File: config.mk
export PLATFORM = sky130hd
export DESIGN_NAME = mem_port_arbiter
export DESIGN_NICKNAME = d
export VERILOG_FILES = /design/src/rtl/mem_port_arbiter.sv
export SDC_FILE = /design/constraint.sdc
export NUM_CORES = 1
export LEC_CHECK = 0
export ABC_AREA = 1
export CORE_ASPECT_RATIO = 0.7
export CORE_MARGIN = 4
export CORE_UTILIZATION = 30
export CTS_CLUSTER_DIAMETER = 100
export DETAILED_ROUTE_END_ITERATION = 10
export GPL_TIMING_DRIVEN = 0
export REMOVE_ABC_BUFFERS = 1
export SKIP_CTS_REPAIR_TIMING = 1
export SLEW_MARGIN = 20
export SYNTH_ARGS = -nofsm -noshare
export SYNTH_HDL_FRONTEND = slang
export SYNTH_SLANG_ARGS = --single-unit
File: constraint.sdc
create_clock -name clk -period 1.94 [get_ports clk]
set_input_delay 0.485 -clock clk [delete_from_list [all_inputs] [get_ports clk]]
set_output_delay 0.485 -clock clk [all_outputs]
set_load 0.01 [all_outputs]
File: src/rtl/mem_port_arbiter.sv
// Round-robin arbiter for a 4-way shared memory port; holds a grant for a whole transaction.
// Grant registered one cycle after request; release on done, requester abort or timeout.
module mem_port_arbiter #(
  parameter int unsigned TIMEOUT = 15,
  parameter int unsigned CNT_W   = 4
) (
  input  logic       clk,
  input  logic       rst,
  input  logic [3:0] req,
  input  logic       done,
  output logic [3:0] grant,
  output logic [1:0] slct,
  output logic       busy,
  output logic       mem_start,
  output logic       timeout_err
);

  typedef enum logic {IDLE, BUSY} state_t;

  localparam logic [CNT_W-1:0] CNT_MAX = '1;
  localparam logic [CNT_W-1:0] TO_LAST = CNT_W'((TIMEOUT == 0) ? 0 : TIMEOUT - 1);

  state_t           state_q, state_d;
  logic [1:0]       ptr_q, ptr_d;
  logic [CNT_W-1:0] cnt_q, cnt_d;
  logic [3:0]       grant_q, grant_d;
  logic [1:0]       slct_q, slct_d;
  logic             busy_q, busy_d;
  logic             mem_start_q, mem_start_d;
  logic             timeout_err_q, timeout_err_d;

  logic [1:0] win;
  logic       found;
  logic       to_hit;
  logic       abort;

  // Scan starting at the priority pointer; first set request wins.
  always_comb begin
    win   = ptr_q;
    found = 1'b0;
    for (int k = 0; k < 4; k++) begin
      if (!found && req[ptr_q + 2'(k)]) begin
        win   = ptr_q + 2'(k);
        found = 1'b1;
      end
    end
  end

  assign to_hit = (TIMEOUT != 0) && (cnt_q == TO_LAST);
  assign abort  = !req[slct_q];

  always_comb begin
    state_d       = state_q;
    ptr_d         = ptr_q;
    cnt_d         = cnt_q;
    grant_d       = grant_q;
    slct_d        = slct_q;
    busy_d        = busy_q;
    mem_start_d   = 1'b0;
    timeout_err_d = 1'b0;
    case (state_q)
      IDLE: begin
        if (found) begin
          grant_d     = 4'b0001 << win;
          slct_d      = win;
          busy_d      = 1'b1;
          mem_start_d = 1'b1;
          cnt_d       = '0;
          state_d     = BUSY;
        end
      end
      BUSY: begin
        cnt_d = (cnt_q == CNT_MAX) ? cnt_q : cnt_q + 1'b1;
        if (done || abort || to_hit) begin
          grant_d       = 4'b0000;
          busy_d        = 1'b0;
          ptr_d         = slct_q + 2'd1;
          state_d       = IDLE;
          // done and abort both outrank the timeout, so no error flag then.
          timeout_err_d = !done && !abort;
        end
      end
      default: state_d = IDLE;
    endcase
  end

  always_ff @(posedge clk or posedge rst) begin
    if (rst) begin
      state_q       <= IDLE;
      ptr_q         <= '0;
      cnt_q         <= '0;
      grant_q       <= '0;
      slct_q        <= '0;
      busy_q        <= 1'b0;
      mem_start_q   <= 1'b0;
      timeout_err_q <= 1'b0;
    end else begin
      state_q       <= state_d;
      ptr_q         <= ptr_d;
      cnt_q         <= cnt_d;
      grant_q       <= grant_d;
      slct_q        <= slct_d;
      busy_q        <= busy_d;
      mem_start_q   <= mem_start_d;
      timeout_err_q <= timeout_err_d;
    end
  end

  assign grant       = grant_q;
  assign slct        = slct_q;
  assign busy        = busy_q;
  assign mem_start   = mem_start_q;
  assign timeout_err = timeout_err_q;

endmodule

After elaboration in Yosys (flattened, before gate mapping)
Index checks and enable logic that the tools add are counted.
Widths: inputs -> output; s select.
- register bits: 16
- word-level logic and storage cells: 72
- add/sub/neg operators: 5
- order comparisons: 5
- equal/unequal tests: 5
- shift-type cells: 1
- muxes and demuxes: 32
- bitwise logic cells: 1
- reductions and logical operators: 15
- operators by type and width (cell ; count):
    $mux 1 ; 16
    $mux 4 ; 4
    $pmux 4 s2 ; 2
    $lt 2x3->1 const B ; 5
    $bmux 1 s2 ; 5
    $eq 4x4->1 const B ; 2
    $reduce_and 2->1 ; 4
    $mux 2 ; 3
    $logic_not 1->1 ; 5
    $add 2x1->2 const B ; 2
    $add 2x2->2 const B ; 2
    $add 4x1->4 const B ; 1
    $logic_and 1x1->1 ; 4
    $ne 2x2->1 const B ; 2
    $pmux 1 s2 ; 2
    $shl 1x2->4 const A ; 1
    $logic_or 1x1->1 ; 2
    $ne 2x1->1 const B ; 1
    $not 1->1 ; 1

Depth between registers and ports, before layout
Gate-level depths: netlist of the first run.
- depth after elaboration: 15
- mapped depth: 15
- mapped depth without buffers: 14

Least setup slack after synthesis of the first run
Ideal clock, no wire load.
- kind: flip-flop to flip-flop
- start point: register ptr_q[1]
- end point: register grant_q[1] (netlist: grant[1])
- setup time: 116 ps
- arrival: 1464 ps
- required time: 1824 ps
- setup slack: 359 ps
- stages on the path, launching flop included: 14
- buffers on the path: 1
- clock period less this slack: 1581 ps
- path through: dfrtp_1 buf_4 inv_2 nand2_1 nand2_1 nand2_1 nand2_1 nand3_2 o21ai_4 inv_2 nand2_2 inv_2 nand2_1 nand2_1
- word-level cells in the longest chain between the ends: 15
- elaborated cells on any way between the ends: 29
- classes of those cells: add/sub (3); eq/ne (1); shift (1); mux (17); reduce/logical (7)
- ends and longest elaborated chain (what ; line ; source):
    from (decl) ; 24 ; logic [1:0] ptr_q, ptr_d;
    from (signal assigned) ; 99 ; ptr_q <= ptr_d;
    parallel branches: the longest is 15 deep, another holds $add 2x1->2 ; n/a ;
    to (signal assigned) ; 101 ; grant_q <= grant_d;
    to (decl) ; 26 ; logic [3:0] grant_q, grant_d;
Several ways; the timed one is not identified. The select of a mux whose other input is x is not followed.
A chain may end at the register's enable or synchronous reset.

Worst setup path after layout of the first run
- start point: register ptr_q[0]
- end point: register grant_q[1] (netlist: grant[1])
Same word-level chain as after synthesis.

==> results of run 1 <==
[through the flow]
step	TNS [ps]	instances	utilization	worst slack, ps
2_1_floorplan	0	155	-	224
3_3_place_gp	-2090	220	0.362	-265
3_5_place_dp	-2020	220	0.362	-251
6_report	0	232	0.406	102
5_1_grt	-30.2	232	0.406	-30.2
4_1_cts	-603	224	0.378	-128
[routing by layer]
layer  part of all wire  global-route usage
met3              0.071              0.0459
met1               0.56               0.180
met2               0.37               0.146
met4                  0              0.0289
met5                  0                   0
[critical path, delay by kind of cell (launching register included)]
family | cells | cell delay (ps)
AND/OR/NAND/NOR | 8 | 690
buffers and inverters | 3 | 290
AO/OA/AOI/OAI | 1 | 270
flip-flops | 1 | 480
[Yosys cell counts, types with 2 or more instances]
cell type / count / area [sq um]
nand3_2: 2 / 20.0
o21ai_0: 10 / 50.1
inv_2: 4 / 15.0
nand2_2: 3 / 18.8
nand2_1: 66 / 248
nand2_4: 2 / 22.5
nor2_1: 6 / 22.5
nand4_1: 3 / 18.8
nand3_1: 18 / 90.1
dfrtp_1: 16 / 400
inv_1: 13 / 48.8
o22ai_1: 3 / 18.8
buf_6: 2 / 22.5
ha_1: 2 / 25.0
[area by class of cell]
type                    instances  share of cell area
flip-flops and latches         16               0.282
clock buffers                   4              0.0386
well taps                      50              0.0439
inverters                      17              0.0482
multi-input cells             122               0.425
repair buffers                 23               0.163
[worst min-delay path by stage]
| stage | end | start | slack (ps) |
|---|---|---|---|
| detailed placement | busy | busy | 470 |
| finish | busy | busy | 480 |
| floorplan | busy | rst | 400 |
| CTS | busy | busy | 480 |
| global placement | busy | busy | 470 |
| global route | grant[2] | grant[2] | 520 |
[flip-flops by register name, summed over array words and instances, names as in the netlist]
| register | cells |
|---|---|
| state_q | 1 |
| busy | 1 |
| slct | 2 |
| cnt_q | 4 |
| timeout_err | 1 |
| grant | 4 |
| mem_start | 1 |
| ptr_q | 2 |
[kinds of logic (layout without fill, tap and decap cells)]
group,Yosys count,count (layout)
flops,16,16
fa+ha+maj,2,2
buf+inv,20,44
xor+xnor,2,2
simple gates,102,102
compound gates,16,16
[power by group through the flow]
stage               registers [mW]  logic (mW)  clock network (mW)
detailed placement           0.643        1.37                   0
global route                 0.665        1.82               0.321
CTS                          0.642        1.38               0.304
finish                       0.636        1.61               0.292
floorplan                    0.637       0.996                   0
global placement             0.650        1.37                   0
==> impl_results.md, run 1 <==
* Status: completed
* Design Power at between 2 and 3 mW
* Most used cell along the critical path: nand2_1
* Htree depth at 1
* Port Buffers at 15
* Mux contribution to synthesized area at 0
* First-pass GRT wire length at roughly 4200 microns
* Vias in the first global route at 924
* Most common cell after layout, fill and taps aside: nand2_1
* Reg power frac at 0.250
* Rows at 18
* Clock power frac at 0.115
* Lkg Pwr at ~0.74 nW
* Final Skew at 2.18 ps
* Internal power at 1.33 mW
* Largest stage delay on the critical path at approximately 480 ps
* Area of the mapped netlist at between 1000 and 1500 sq um
* Final Hold Fails at 0
* Most frequent cells in the layout: 62 x nand2_1, 18 x nand3_1, 15 x dfrtp_1, 12 x inv_1, 11 x clkdlybuf4s50_1
* Reg area at roughly 400 sq um
* Antenna cells at 0
* Switching power at 1.21 mW
* Setup crit end: grant[1]
* Horiz. Die Dim at about 80 microns
* Filler cell count at about 370
* Worst ir drop on vdd at between 600 and 700 uV
* Antenna violations before repair at 0
* Synth Area in Compound Gates at 0.0907
* Final Cycle Share at 0.948
* # DRC at 0
* Cts bufs inserted at 3
* Worst path required time at about 2100 ps
* Detailed Routing Iterations Pass 1 at 4
* DR WL/cell at between 10 and 15 microns
* Dpl cell area at approximately 1300 sq um
* Hold path depth at 2
* Vias at approximately 1100
* Layout cell share with drive strength beyond 1 at 0.176
* Die ar. at ~4700 sq um
* Final setup violation count at 0
* PD cells at 1780 nW/um^2
* Drt total wl at 2470 microns
* Synth warn at 0
* WHS at 476 ps
* Placer congestion estimate at roughly 0.83
* Combinational share of power at 0.635
* Distinct cells, synth at 22
* Syn Area/Cell at between 6 and 7 sq um
* Clock buffer depth at 2
* Post-Synth Simple-Gate Area at 0.417
* Dpl hpwl at between 1500 and 2000 microns
* Worst slew pin tran at between 500 and 600 ps
* Reg2reg end: grant[1]
* Vias per inst at between 4 and 5
* Remaining Overflow, GRT at 0
* Multi-input gate area at approximately 600 sq um
* Post-synthesis adder-cell area fraction at 0.0230
* Reg2reg start: ptr_q[0]
* Number of flops mapped to enable cells by yosys at 0
* 1st-iter DRT viols at 57
* Die Span Y at a little under 60 microns
* Net Sw Frac at 0.476
* Core ar. at around 3500 sq um
* Hold crit path type: reg -> reg
* Finished Cell Area at around 1400 sq um
* Clk sinks at 16
* Worst Path Arrival at between 1500 and 2000 ps
* Syn Inst Count at about 160
* Largest net degree at the start of global routing at 17
* Root Buffer: clkbuf_8
* Initial Util at 0.310
* CTS tree: built
* R2r setup slk at just over 100 ps
* CP Capture Type: flop
* Main combinational cell family by area after synthesis: simple AND/OR/NAND/NOR gates
* CP startpoint: ptr_q[0]
* IO Pins at 16
* Total track usage at 0.116
* Max Fclk at 544 MHz
* Worst path slowest cell: dfrtp_2
* Max-Cap Viols at 0
* Yosys reg bits at 16
* Post-synth ARST share at 1.00
* P&R area growth vs syn at 30.9%
* Setup CP Type: reg -> reg
* Worst relative slew slack at 0.601
* Reg2Reg Depth at 12
* Final Slew Violations at 0
* Post-synthesis xor/xnor area fraction at 0.0161
* Fin crit period at 1840 ps
* Final net count at approximately 190
* Worst skew pair latency at about 250 ps
* Seq/Total Area, Yosys at 0.367
* Routed Antenna Nets at 0
* Critical Path Fanout Max at 13
* Clk pin slew, worst setup/hold paths at ~60 ps
* Dominant synthesized flop cell: dfrtp_1
* Worst path cell trace: inv_4, nand2_1, nand2_1, nand2_1, nand2_2, nand3_2, o21ai_4, inv_2, nand2_2, inv_2, nand2_1, nand2_1
* Startpoint types: flop
(Power assumes the default switching activity.)
==> run 2, diff against run 1 <==
--- a/config.mk
+++ b/config.mk
@@ -13,6 +13,7 @@
 export DETAILED_ROUTE_END_ITERATION = 10
 export GPL_TIMING_DRIVEN = 0
 export REMOVE_ABC_BUFFERS = 1
+export SETUP_SLACK_MARGIN = 0.5
 export SKIP_CTS_REPAIR_TIMING = 1
 export SLEW_MARGIN = 20
 export SYNTH_ARGS = -nofsm -noshare
==> constraint.sdc (replaced) <==
create_clock -name clk -period 1.8 [get_ports clk]
set_input_delay 0.45 -clock clk [delete_from_list [all_inputs] [get_ports clk]]
set_output_delay 0.45 -clock clk [all_outputs]
set_load 0.01 [all_outputs]
==> impl_results.md, run 2 (synthesis results as in run 1) <==
* Detailed Routing Iterations Pass 1 at 4 (unchanged)
* Cts bufs inserted at 3 (unchanged)
* Final Skew at 1.14 ps (-1.04 ps)
* Worst slack, placed at -356 ps (-105 ps)
* Net Sw Frac at 0.476 (about the same)
* Startpoint types: flop
* Worst relative slew slack at 0.604 (+0.00232)
* Final setup violation count at 0 (unchanged)
* Dpl hpwl at 1780 microns (unchanged)
* Reg power frac at 0.217 (-0.033)
* Layout cell share with drive strength beyond 1 at 0.321 (+0.145)
* Clk pin slew, worst setup/hold paths at 60 ps (about the same)
* Root Buffer: clkbuf_8
* Clock buffer depth at 2 (unchanged)
* Vias in the first global route at 924 (unchanged)
* Clk sinks at 16 (unchanged)
* Remaining Overflow, GRT at 0 (unchanged)
* Switching power at 1.52 mW (+26%)
* Htree depth at 1 (unchanged)
* Critical Path Fanout Max at 8 (-5)
* Worst path required time at 1940 ps (-140 ps)
* # DRC at 0 (unchanged)
* Max-Cap Viols at 0 (unchanged)
* Setup CP Type: reg -> reg
* Antenna violations before repair at 0 (unchanged)
* Worst Path Arrival at 1880 ps (-100 ps)
* Status: completed
* WHS at 472 ps (-4.12 ps)
* Vias per inst at 4.51 (-0.73%)
* Final std cells w/o fill at 243 (+4.7%)
* Vias at 1097 (+4.0%)
* Most used cell along the critical path: nand2_2
* Worst path slowest cell: dfrtp_2
* Die Span Y at 58.4 microns (unchanged)
* Largest stage delay on the critical path at 490 ps (about the same)
* Fin crit period at 1730 ps (-105 ps)
* Most frequent cells in the layout: 51 x nand2_1, 17 x buf_4, 16 x nand3_1
* Lkg Pwr at 0.914 nW (+23%)
* P&R area growth vs syn at 47.1%
* DR WL/cell at 11.4 microns (+7.5%)
* Clock power frac at 0.099 (-0.016)
* Final Hold Fails at 0 (unchanged)
* Unrepaired setup endpoints after global routing: true
* Max Fclk at 577 MHz (+6.1%)
* Rows at 18 (unchanged)
* Hold crit path type: reg -> reg
* Initial Util at 0.310 (unchanged)
* IO Pins at 16 (unchanged)
* Filler cell count at 353 (-5.6%)
* First-pass GRT wire length at 4210 microns (unchanged)
* Drt total wl at 2780 microns (+13%)
* Worst path cell trace: buf_12, nand2_2, nand2_2, nand2_2, nand2_4, nand3_4, o21ai_4, inv_2, nand2_4, inv_2, nand2_1, nand2_1
* 1st-iter DRT viols at 47 (-18%)
* Combinational share of power at 0.683 (+0.048)
* Worst ir drop on vdd at 601 uV (-4.8%)
* Antenna cells at 0 (unchanged)
* Cells after DPL at 220 (unchanged)
* Most common cell after layout, fill and taps aside: nand2_1
* Port Buffers at 15 (unchanged)
* Worst setup margin at 66.9 ps (-34.7 ps)
* Internal power at 1.68 mW (+26%)
* CP Capture Type: flop
* Placer congestion estimate at 0.828 (unchanged)
* Worst slew pin tran at 594 ps (-3.48 ps)
* CTS tree: built
* Final Cycle Share at 0.963 (+0.0152)
* Routed Antenna Nets at 0 (unchanged)
* Final Slew Violations at 0 (unchanged)
* Worst skew pair latency at 250 ps (about the same)
* PD cells at 2000 nW/um^2 (+12%)
* Final net count at 203 (+5.7%)
* Horiz. Die Dim at 80.0 microns (unchanged)
* Core ar. at 3510 sq um (unchanged)
* Total track usage at 0.116 (unchanged)
* Largest net degree at the start of global routing at 17 (unchanged)
* Die ar. at 4680 sq um (unchanged)
-- run 2: cell count changes in the layout (fill, tap and decap cells not counted), sizes merged --
cell	change
buf	+10
clkdlybuf4s50	-9
dlymetal6s2s	+7
clkbuf	+2
clkinv	+2
inv	-1
-- run 2: area by class of cell --
| type | count | area (sq um) | area share |
|---|---|---|---|
| Clock buffer | 4 | 55.1 | 0.0343 |
| Inverter | 17 | 71.3 | 0.0445 |
| Multi-Input combinational cell | 122 | 688 | 0.429 |
| Sequential cell | 16 | 405 | 0.253 |
| Tap cell | 50 | 62.6 | 0.0390 |
| Timing Repair Buffer | 33 | 315 | 0.197 |
| Timing Repair inverter | 1 | 5.00 | 0.00312 |
-- run 2: metal layers --
| layer | part of all wire | up-vias | global-route usage |
|---|---|---|---|
| li1 | - | 579 | - |
| met1 | 0.52 | 494 | 0.180 |
| met2 | 0.42 | 24 | 0.146 |
| met3 | 0.059 | 0 | 0.0459 |
| met4 | 0 | 0 | 0.0289 |
| met5 | 0 | - | 0 |
-- run 2: worst max-delay path: cells and delay by family (launching register included) --
kind	cells	cell delay [ps]
compound gates	1	260
flops	1	490
simple gates	8	560
buf+inv	3	290
-- run 2: worst paths after layout --
kind | slack (ps) | to | startpoint | depth (start not counted)
max in group asynchronous | 810 | ptr_q[0] | rst | 2
worst max register to register | 70 | grant[1] | ptr_q[0] | 12
worst max-delay path | 70 | grant[1] | ptr_q[0] | 12
min in group asynchronous | 560 | grant[3] | rst | 2
worst min register to register | 470 | busy | busy | 2
worst min-delay path | 470 | busy | busy | 2
-- run 2: stage by stage --
| step | power [mW] | instance area (sq um) | utilization | TNS, ps |
|---|---|---|---|---|
| after floorplan | 1.76 | 1060 | - | 0 |
| after global placement | 2.18 | 1270 | 0.362 | -3640 |
| after detailed placement | 2.17 | 1270 | 0.362 | -3520 |
| after CTS | 2.51 | 1330 | 0.378 | -2100 |
| after global routing | 3.49 | 1600 | 0.456 | -41.5 |
| final | 3.20 | 1600 | 0.456 | 0 |
-- run 2: power by group through the flow --
stage	logic, mW	registers [mW]	clock network (mW)
3_3_place_gp	1.48	0.701	0
6_report	2.19	0.694	0.318
2_1_floorplan	1.07	0.687	0
3_5_place_dp	1.48	0.693	0
5_1_grt	2.42	0.725	0.347
4_1_cts	1.49	0.692	0.328
==> run 3, diff against run 2 <==
--- a/config.mk
+++ b/config.mk
@@ -9,6 +9,7 @@
 export CORE_ASPECT_RATIO = 0.7
 export CORE_MARGIN = 4
 export CORE_UTILIZATION = 30
+export CTS_BUF_LIST = sky130_fd_sc_hd__clkbuf_4 sky130_fd_sc_hd__clkbuf_8
 export CTS_CLUSTER_DIAMETER = 100
 export DETAILED_ROUTE_END_ITERATION = 10
 export GPL_TIMING_DRIVEN = 0
==> results of run 3 <==
Final layout, timing and power as in run 2 (identical DEF).
